### src/rtl/glitch_filter.sv
// glitch_filter: debounces a noisy single-bit serial line.
// A new level is committed only after STABLE_CYCLES identical registered
// samples. Clean edges are reported as pulses, and rejected glitches are
// counted in a saturating counter.
module glitch_filter #(
  parameter int unsigned STABLE_CYCLES = 3,
  parameter int unsigned CNT_W         = 8
) (
  input  logic             clk,
  input  logic             rst,
  input  logic             sig_in,
  input  logic             en,
  input  logic             glitch_clr,
  output logic             sig_out,
  output logic             rise_pulse,
  output logic             fall_pulse,
  output logic             glitch_flag,
  output logic [CNT_W-1:0] glitch_cnt
);

  localparam int unsigned RUN_W = $clog2(STABLE_CYCLES) + 1;

  localparam logic [RUN_W-1:0] RUN_LAST = RUN_W'(STABLE_CYCLES - 1);
  localparam logic [RUN_W-1:0] RUN_ONE  = RUN_W'(1);
  localparam logic [CNT_W-1:0] CNT_MAX  = {CNT_W{1'b1}};
  localparam logic [CNT_W-1:0] CNT_ONE  = CNT_W'(1);

  localparam logic [0:0] ST_STABLE = 1'b0;
  localparam logic [0:0] ST_VERIFY = 1'b1;

  logic             in_q;
  logic [0:0]       state;
  logic [0:0]       state_nxt;
  logic [RUN_W-1:0] run_cnt;
  logic [RUN_W-1:0] run_cnt_nxt;
  logic             sig_out_nxt;
  logic             glitch_evt;
  logic [CNT_W-1:0] glitch_cnt_nxt;

  // Input sample register; the FSM only ever looks at in_q.
  always_ff @(posedge clk) begin
    if (rst) begin
      in_q <= 1'b0;
    end else begin
      in_q <= sig_in;
    end
  end

  // State and output registers.
  always_ff @(posedge clk) begin
    if (rst) begin
      state       <= ST_STABLE;
      run_cnt     <= '0;
      sig_out     <= 1'b0;
      rise_pulse  <= 1'b0;
      fall_pulse  <= 1'b0;
      glitch_flag <= 1'b0;
      glitch_cnt  <= '0;
    end else begin
      state       <= state_nxt;
      run_cnt     <= run_cnt_nxt;
      sig_out     <= sig_out_nxt;
      rise_pulse  <= sig_out_nxt & ~sig_out;
      fall_pulse  <= ~sig_out_nxt & sig_out;
      glitch_flag <= glitch_evt;
      glitch_cnt  <= glitch_cnt_nxt;
    end
  end

  // Next-state logic: verify a candidate level, or pass through in bypass.
  always_comb begin
    state_nxt   = state;
    run_cnt_nxt = run_cnt;
    sig_out_nxt = sig_out;
    glitch_evt  = 1'b0;

    if (!en) begin
      // Bypass drops any pending candidate without counting it.
      state_nxt   = ST_STABLE;
      run_cnt_nxt = '0;
      sig_out_nxt = in_q;
    end else begin
      case (state)
        ST_STABLE: begin
          if (in_q != sig_out) begin
            state_nxt   = ST_VERIFY;
            run_cnt_nxt = RUN_ONE;
          end
        end
        ST_VERIFY: begin
          if (in_q == sig_out) begin
            state_nxt   = ST_STABLE;
            run_cnt_nxt = '0;
            glitch_evt  = 1'b1;
          end else if (run_cnt == RUN_LAST) begin
            state_nxt   = ST_STABLE;
            run_cnt_nxt = '0;
            sig_out_nxt = in_q;
          end else begin
            run_cnt_nxt = run_cnt + RUN_ONE;
          end
        end
        default: begin
          state_nxt   = ST_STABLE;
          run_cnt_nxt = '0;
        end
      endcase
    end
  end

  // Saturating glitch counter; clear beats a simultaneous increment.
  always_comb begin
    glitch_cnt_nxt = glitch_cnt;
    if (glitch_clr) begin
      glitch_cnt_nxt = '0;
    end else if (glitch_evt && (glitch_cnt != CNT_MAX)) begin
      glitch_cnt_nxt = glitch_cnt + CNT_ONE;
    end
  end

endmodule

### config.mk
export PLATFORM = sky130hd
export DESIGN_NAME = glitch_filter
export DESIGN_NICKNAME = d
export VERILOG_FILES = /design/src/rtl/glitch_filter.sv
export SDC_FILE = /design/constraint.sdc
export NUM_CORES = 1
export LEC_CHECK = 0
export CAP_MARGIN = 5
export CORE_MARGIN = 1
export CORE_UTILIZATION = 43
export CTS_CLUSTER_DIAMETER = 100
export DETAILED_ROUTE_END_ITERATION = 8
export PLACE_DENSITY = 0.69
export SLEW_MARGIN = 5
export SYNTH_ARGS = -nofsm -noshare
export SYNTH_HDL_FRONTEND = slang
export SYNTH_SLANG_ARGS = --single-unit
### constraint.sdc
create_clock -name clk -period 1.33 [get_ports clk]
set_input_delay 0.266 -clock clk [delete_from_list [all_inputs] [get_ports clk]]
set_output_delay 0.266 -clock clk [all_outputs]
set_load 0.05 [all_outputs]
# == After elaboration in Yosys (flattened, before gate mapping) ==
# Index checks and enable logic that the tools add are counted.
# totals
reg_bits,17
input_bits,5
out_inout_bits,12
# op_classes
add_sub_neg,2
n_eq_ne,5
muxes,15
bitwise_logic,6
reduce_logical,3
# ops
op,count
$mux 1,10
$mux 3,3
$add 8x1->8 const B,1
$ne 8x8->1 const B,1
$pmux 3 s2,1
$not 1->1,4
$reduce_or 2->1,2
$add 3x1->3 const B,1
$eq 3x2->1 const B,1
$and 1x1->1,2
$ne 2x2->1 const B,1
$pmux 1 s2,1
$eq 1x1->1,1
$logic_and 1x1->1,1
$ne 1x1->1,1

# == Depth between registers and ports, before layout ==
# depth
word_depth,7
depth_mapped,5

# == Worst setup path before layout ==
# No wires, ideal clock.
# synth_timing
kind,reg2reg
startpoint,register glitch_cnt[1]
endpoint,register glitch_cnt[6]
arrival_time_ns,1.648
required_ns,1.244
setup_slack_ns,-0.404
path_stages_with_launch,6
period_less_slack_ns,1.734
cell_sequence,dfxtp_1 -> ha_1 -> nand3_1 -> nor4_2 -> nor2_1 -> a211oi_1
# synth_via
elab_chain_cells,2
elab_cells_between_ends,3
# synth_rtl
item,line_no,rtl
from (decl),18,output logic [CNT_W-1:0] glitch_cnt
from (signal assigned),66,glitch_cnt <= glitch_cnt_nxt;
"parallel branches: the longest is 2 deep, another holds $add 8x1->8",n/a,
# Parallel ways; which one is timed is not known.
# A chain may end at the register's enable or synchronous reset.

# == Worst setup path after layout ==
# layout_timing
startpoint,register sig_out
endpoint,register glitch_cnt[0]
# layout_via
elab_chain_cells,5
# layout_rtl
item,line_no,rtl
from (decl),14,"output logic sig_out,"
from (signal assigned),62,sig_out <= sig_out_nxt;
$eq 1x1->1,91,if (in_q == sig_out) begin
$mux 1,91,
$mux 1,83,case (state)
$mux 1,77,if (!en) begin
$logic_and 1x1->1,116,end else if (glitch_evt && (glitch_cnt != CNT_MAX)) begin
# Every way passes these cells.

==> impl_metrics.json <==
{
  "dpl.hpwl_um": 1464,
  "dp.cells": 146,
  "syn_inst": 91,
  "crit_chain": "xor2_4 > or2_4 > or3_1 > a21oi_2",
  "yosysMostFrequentCell": "dfxtp_1",
  "n_antenna_cell": 0,
  "setup.worst_path.end_class": "flop",
  "dr.pass1.iters": 5,
  "cts_tree": "done",
  "hold_slack_ns": 0.5024,
  "cts_sinks": 17,
  "slowest_delay_ns": 0.38,
  "violations": "setup timing",
  "cp_num_cells": 4,
  "drt-initial-drc-count": 8,
  "layout.nets": 136,
  "clkTransAtPathRegs_ns": 0.10,
  "numPortBuffers": 16,
  "required_ns": 1.56,
  "gp_congestion": 0.7632,
  "via_per_inst": 5.052,
  "first_global_vias": 739,
  "initial_core_util_pct": 46.16,
  "numCtsBuffers": 3,
  "ioPinCount": 17,
  "cp_num_buf_inv": 0,
  "cts_max_level": 1,
  "finalHoldViolations": 0,
  "synth_edf_count": 0,
  "hold_path_class": "flop to flop",
  "routed_wirelength_um": 2000,
  "final.min_clock_period_ns": 1.333,
  "cp_slowest_cell": "dfxtp_4",
  "die_y_um": 45.05,
  "clkLatencyLatePin_ns": 0.28,
  "slew_headroom_pct": 80.35,
  "synth_warnings": 0,
  "min_path_cells": 1,
  "synth_area_leaders": "dfxtp_1, nor2_1, nand2_1, nor4_2, nor2b_1",
  "p_leak_nw": 0.5101,
  "grt_pass1_wl_um": 3222,
  "rsz0062_at_grt": "true",
  "die_width_um": 45.05,
  "synthesis.area_um2": 797.0,
  "crit_family": "simple AND/OR/NAND/NOR gates",
  "vdd_drop_max_mv": 0.6125,
  "maxCapViolations": 0,
  "die-area_mm2": 0.002030,
  "clockRootBuffer": "clkbuf_4",
  "setup_viol": 2,
  "clk_path_buf_depth": 2,
  "grt_antenna_before_repair": 0,
  "synth_cell_types": 32,
  "min_period_over_period_pct": 100.2,
  "skew_ns": 0.004769,
  "start_kind": "flop",
  "grt_max_degree": 11,
  "crit_fanout": 7,
  "synth_top_area_share_pct": 42.70,
  "syn-num-nets": 97,
  "num_vias": 778,
  "wl_per_cell_um": 12.99,
  "drtAntennaViolNets": 0,
  "maxSlewViolCount": 0,
  "grtUsageTotal_pct": 21.47,
  "final_layout_size_suffix_gt1_share_pct": 50.39,
  "status": "finished, violations left",
  "yosysSeqAreaShare_pct": 42.70,
  "crit_arrival_ns": 1.56,
  "synth_top_cell_by_area": "dfxtp_1",
  "grt_overflow": 0,
  "powerDensity_mw_per_mm2": 652.6,
  "fmax_ghz": 0.7502,
  "avgSynthCellArea_um2": 8.758,
  "worst_slew_pin_slew_ns": 0.2932,
  "ys_seq_elements": 17,
  "reg2reg_depth": 4,
  "core_area_mm2": 0.001727,
  "cts_hold_buf": 0,
  "area_growth_pct": 76.45,
  "synth-main-ff-cell": "dfxtp_1",
  "crit_type": "flop to flop",
  "fin_ws_ns": -0.002906,
  "final_cells": 154,
  "synthArstFlopShare_pct": 0,
  "rows": 15,
  "synth_commonest_cells": "dfxtp_1, nor2_1, nand2_1",
  "drcViolationCount": 0
}
[final timing paths]
kind                      start            end  slack (ns)
setup / recovery        sig_out  glitch_cnt[0]      -0.003
hold / removal    glitch_cnt[2]  glitch_cnt[2]        0.50
setup reg to reg        sig_out  glitch_cnt[0]      -0.003
hold reg to reg   glitch_cnt[2]  glitch_cnt[2]        0.50
[per-layer routing]
layer / track usage [%] / wire length [um] / vias up
met2: 37.39 / 1062 / 7
met3: 3.600 / 28 / 2
met4: 5.455 / 14 / 0
met5: 0 / 0 / -
met1: 27.36 / 894 / 359
li1: - / - / 410
[area by class of cell]
class,instances,area (um2)
clock inverters,1,5.005
repair buffers,36,436.7
fillers,115,320.3
multi-input cells,72,544.3
flip-flops and latches,17,366.6
well taps,25,31.28
clock buffers,3,22.52
[cell usage in the layout (no fill, tap or decap), types with 3 or more instances in the layout]
cell / netlist / layout
nand2_1: 10 / 9
a21oi_1: 4 / 3
buf_12: 0 / 12
dfxtp_2: 0 / 6
clkbuf_4: 0 / 3
dfxtp_1: 17 / 6
dfxtp_4: 0 / 5
o21ai_0: 3 / 3
nor2b_1: 5 / 5
nor4_4: 0 / 3
nand3_1: 5 / 4
a211oi_1: 4 / 3
o21ai_1: 3 / 3
buf_4: 0 / 18
clkdlybuf4s50_1: 0 / 3
nor2_1: 11 / 10
[logic make-up after synthesis]
| logic type | after synthesis | share of synthesized area (%) |
|---|---|---|
| and+or+nand+nor | 49 | 35.80 |
| AOI/OAI and AO/OA | 20 | 15.70 |
| DFF | 17 | 42.70 |
| xor gates and xnor gates | 2 | 2.198 |
| buffers and inverters | 2 | 2.040 |
| adders and majority gates | 1 | 1.570 |
[per-stage QoR]
stage                     utilization [%]  setup TNS, ns  instance area, um2  total power [mW]  setup slack (ns)
after floorplan                         -      -0.004125               845.8            0.5752         -0.002090
after global placement              73.04         -2.045                1261            0.6377           -0.3090
after detailed placement            73.04         -2.257                1261            0.6419           -0.3632
after CTS                           77.83       -0.02113                1344            0.9222         -0.009145
after global routing                81.45        -0.2317                1406            0.9598          -0.06717
final                               81.45      -0.002927                1406            0.9178         -0.002906
[power by group]
group          switching [mW]  total [mW]  internal, mW
Combinational          0.0608       0.128        0.0669
Clock                   0.161       0.273         0.111
Sequential            0.00993       0.517         0.507
Total                   0.232       0.918         0.686
[registers in the layout (all words and copies together) (netlist names)]
name         flops
in_q             1
rise_pulse       1
glitch_cnt       8
glitch_flag      1
run_cnt          3
state            1
sig_out          1
fall_pulse       1
[timing repair]
action,in CTS,in global routing
setup endpoints to repair,5,10
gates resized for setup,9,9
cloned,0,0
setup buffers,1,3
pin swaps,6,5
(Power assumes the default switching activity.)
==> variant: new RTL, same settings <==
Set the parameter `STABLE_CYCLES` to 5 (it was 3).
--- a/src/rtl/glitch_filter.sv
+++ b/src/rtl/glitch_filter.sv
@@ -5,3 +5,3 @@
 module glitch_filter #(
-  parameter int unsigned STABLE_CYCLES = 3,
+  parameter int unsigned STABLE_CYCLES = 5,
   parameter int unsigned CNT_W         = 8
Formal check against the unedited RTL: not equivalent (a bounded check fails within 10 cycles, from zero or initial values and one cycle with rst high).
==> variant against the unedited design <==
The flow still finishes with violations (negative setup slack). Die area increased by 3.6%. Global-route usage increased by 0.57 points. Worst setup slack got worse by 61 ps. Sequential power increased by 4.8%. First-iteration DRC count increased to 4.4 times the old value. Sequential cell count increased by 1. Total power increased by 2.5%. Wire length increased by 11%. Cell area increased by 1.3%. Area after synthesis increased by 3.8%.
==> variant: results (changes against the unedited design) <==
Parameter                              Value

Timing
  Worst clock skew    6.65 ps (+1.88 ps)
  Total Neg Setup Slack    -157 ps (-154 ps)
  Max-Slew Margin vs Limit    0.740 (-0.0634)
  Post-route setup slack    -63.9 ps (-61.0 ps)
  Total setup violations reported at the end of the flow    5 (+3)

Global route
  Vias in the first global route    768 (+3.9%)
  Wire length of the first global-routing pass    3350 um (+4.1%)
  Aggregate global-route resource usage    0.220 (+0.00570)

Cells and area
  Fill cell count    130 (+13%)
  Area added between synthesis and finish    72.3%
  Final instance count without filler cells    158 (+2.6%)
  Share of final-layout standard cells stronger than drive strength 1    0.459 (-0.0452)

Power
  Largest vdd supply drop    632 uV (+3.2%)
  Leakage dissipation    0.000517 uW (+1.4%)

Route
  Via Count    878 (+13%)
  Violation count after the first detailed-route iteration    35 (+27)

Yosys
  Number of distinct library cell variants in the gate-level netlist after synthesis    34 (+6.3%)
  Top post-synthesis cells by area    sky130_fd_sc_hd__dfxtp_1, sky130_fd_sc_hd__ha_1, sky130_fd_sc_hd__nand3_1
  Synthesized area per cell    8.80 um2 (+0.46%)
  Commonest cells post-synth    sky130_fd_sc_hd__dfxtp_1, sky130_fd_sc_hd__nand2_1, sky130_fd_sc_hd__nor2_1

Outcome
  Result of the run    finished with violations
  Violated checks    negative setup slack

Worst hold path
  Worst Hold Class    primary input to flip-flop

Placement
  Pre-CTS setup slack    -489 ps (-126 ps)
  Weighted congestion at the end of routability-driven global placement    0.808 (+5.9%)
  Cell Area, Placed    1300 um2 (+3.2%)

Critical path
  Worst EP arrival    1620 ps (+60 ps)
  Largest fanout on the critical path    6 (-1)
variant: cell types whose count changed after synthesis, sizes merged, moves of 3 or more:
cell | unedited run | this run
a211oi | 4 | 1
inv | 0 | 3
nor2b | 5 | 1
nor2 | 11 | 8
o21ai | 6 | 3
variant: cell type report:
type                    instances  area share
repair buffers                 37       0.309
flip-flops and latches         18       0.275
multi-input cells              71       0.368
inverters                       3     0.00790
clock buffers                   4      0.0184
well taps                      25      0.0219
variant: routing by layer:
layer / wire [um] / global-route usage / part of all wire
met5: 0 / 0 / 0
met4: 0 / 0.0529 / 0
met3: 97 / 0.0357 / 0.044
met2: 1190 / 0.383 / 0.53
met1: 939 / 0.281 / 0.42
variant: final timing paths:
path                    from       endpoint  slack, ps  cells after the start
hold / removal            en        sig_out        540                      4
setup reg to reg     sig_out  glitch_cnt[0]        -60                      4
setup / recovery     sig_out  glitch_cnt[0]        -60                      4
hold reg to reg   run_cnt[3]     run_cnt[3]        550                      2
variant: worst min-delay path: cells and delay by family:
kind / cells / cell delay (ps)
buf+inv: 2 / 390
compound gates: 1 / 50
simple gates: 1 / 70
variant: logic make-up after synthesis:
| kind of cell | Yosys count | share of synthesized area |
|---|---|---|
| buf+inv | 5 | 0.0227 |
| flops | 18 | 0.436 |
| mux | 1 | 0.0121 |
| simple gates | 45 | 0.304 |
| compound gates | 21 | 0.160 |
| fa+ha+maj | 3 | 0.0454 |
| xor+xnor | 1 | 0.0197 |
variant: where the power goes:
group	switching [uW]	total, uW	internal (uW)
registers	7.82	542	534
clock network	159	276	116
logic	60.1	124	63.4
variant: timing repair:
item / CTS / global route
endpoints found under the setup margin: 10 / 12
resized for setup: 9 / 8
pin swaps: 7 / 6
setup buffers: 3 / 2
cloned: 0 / 0
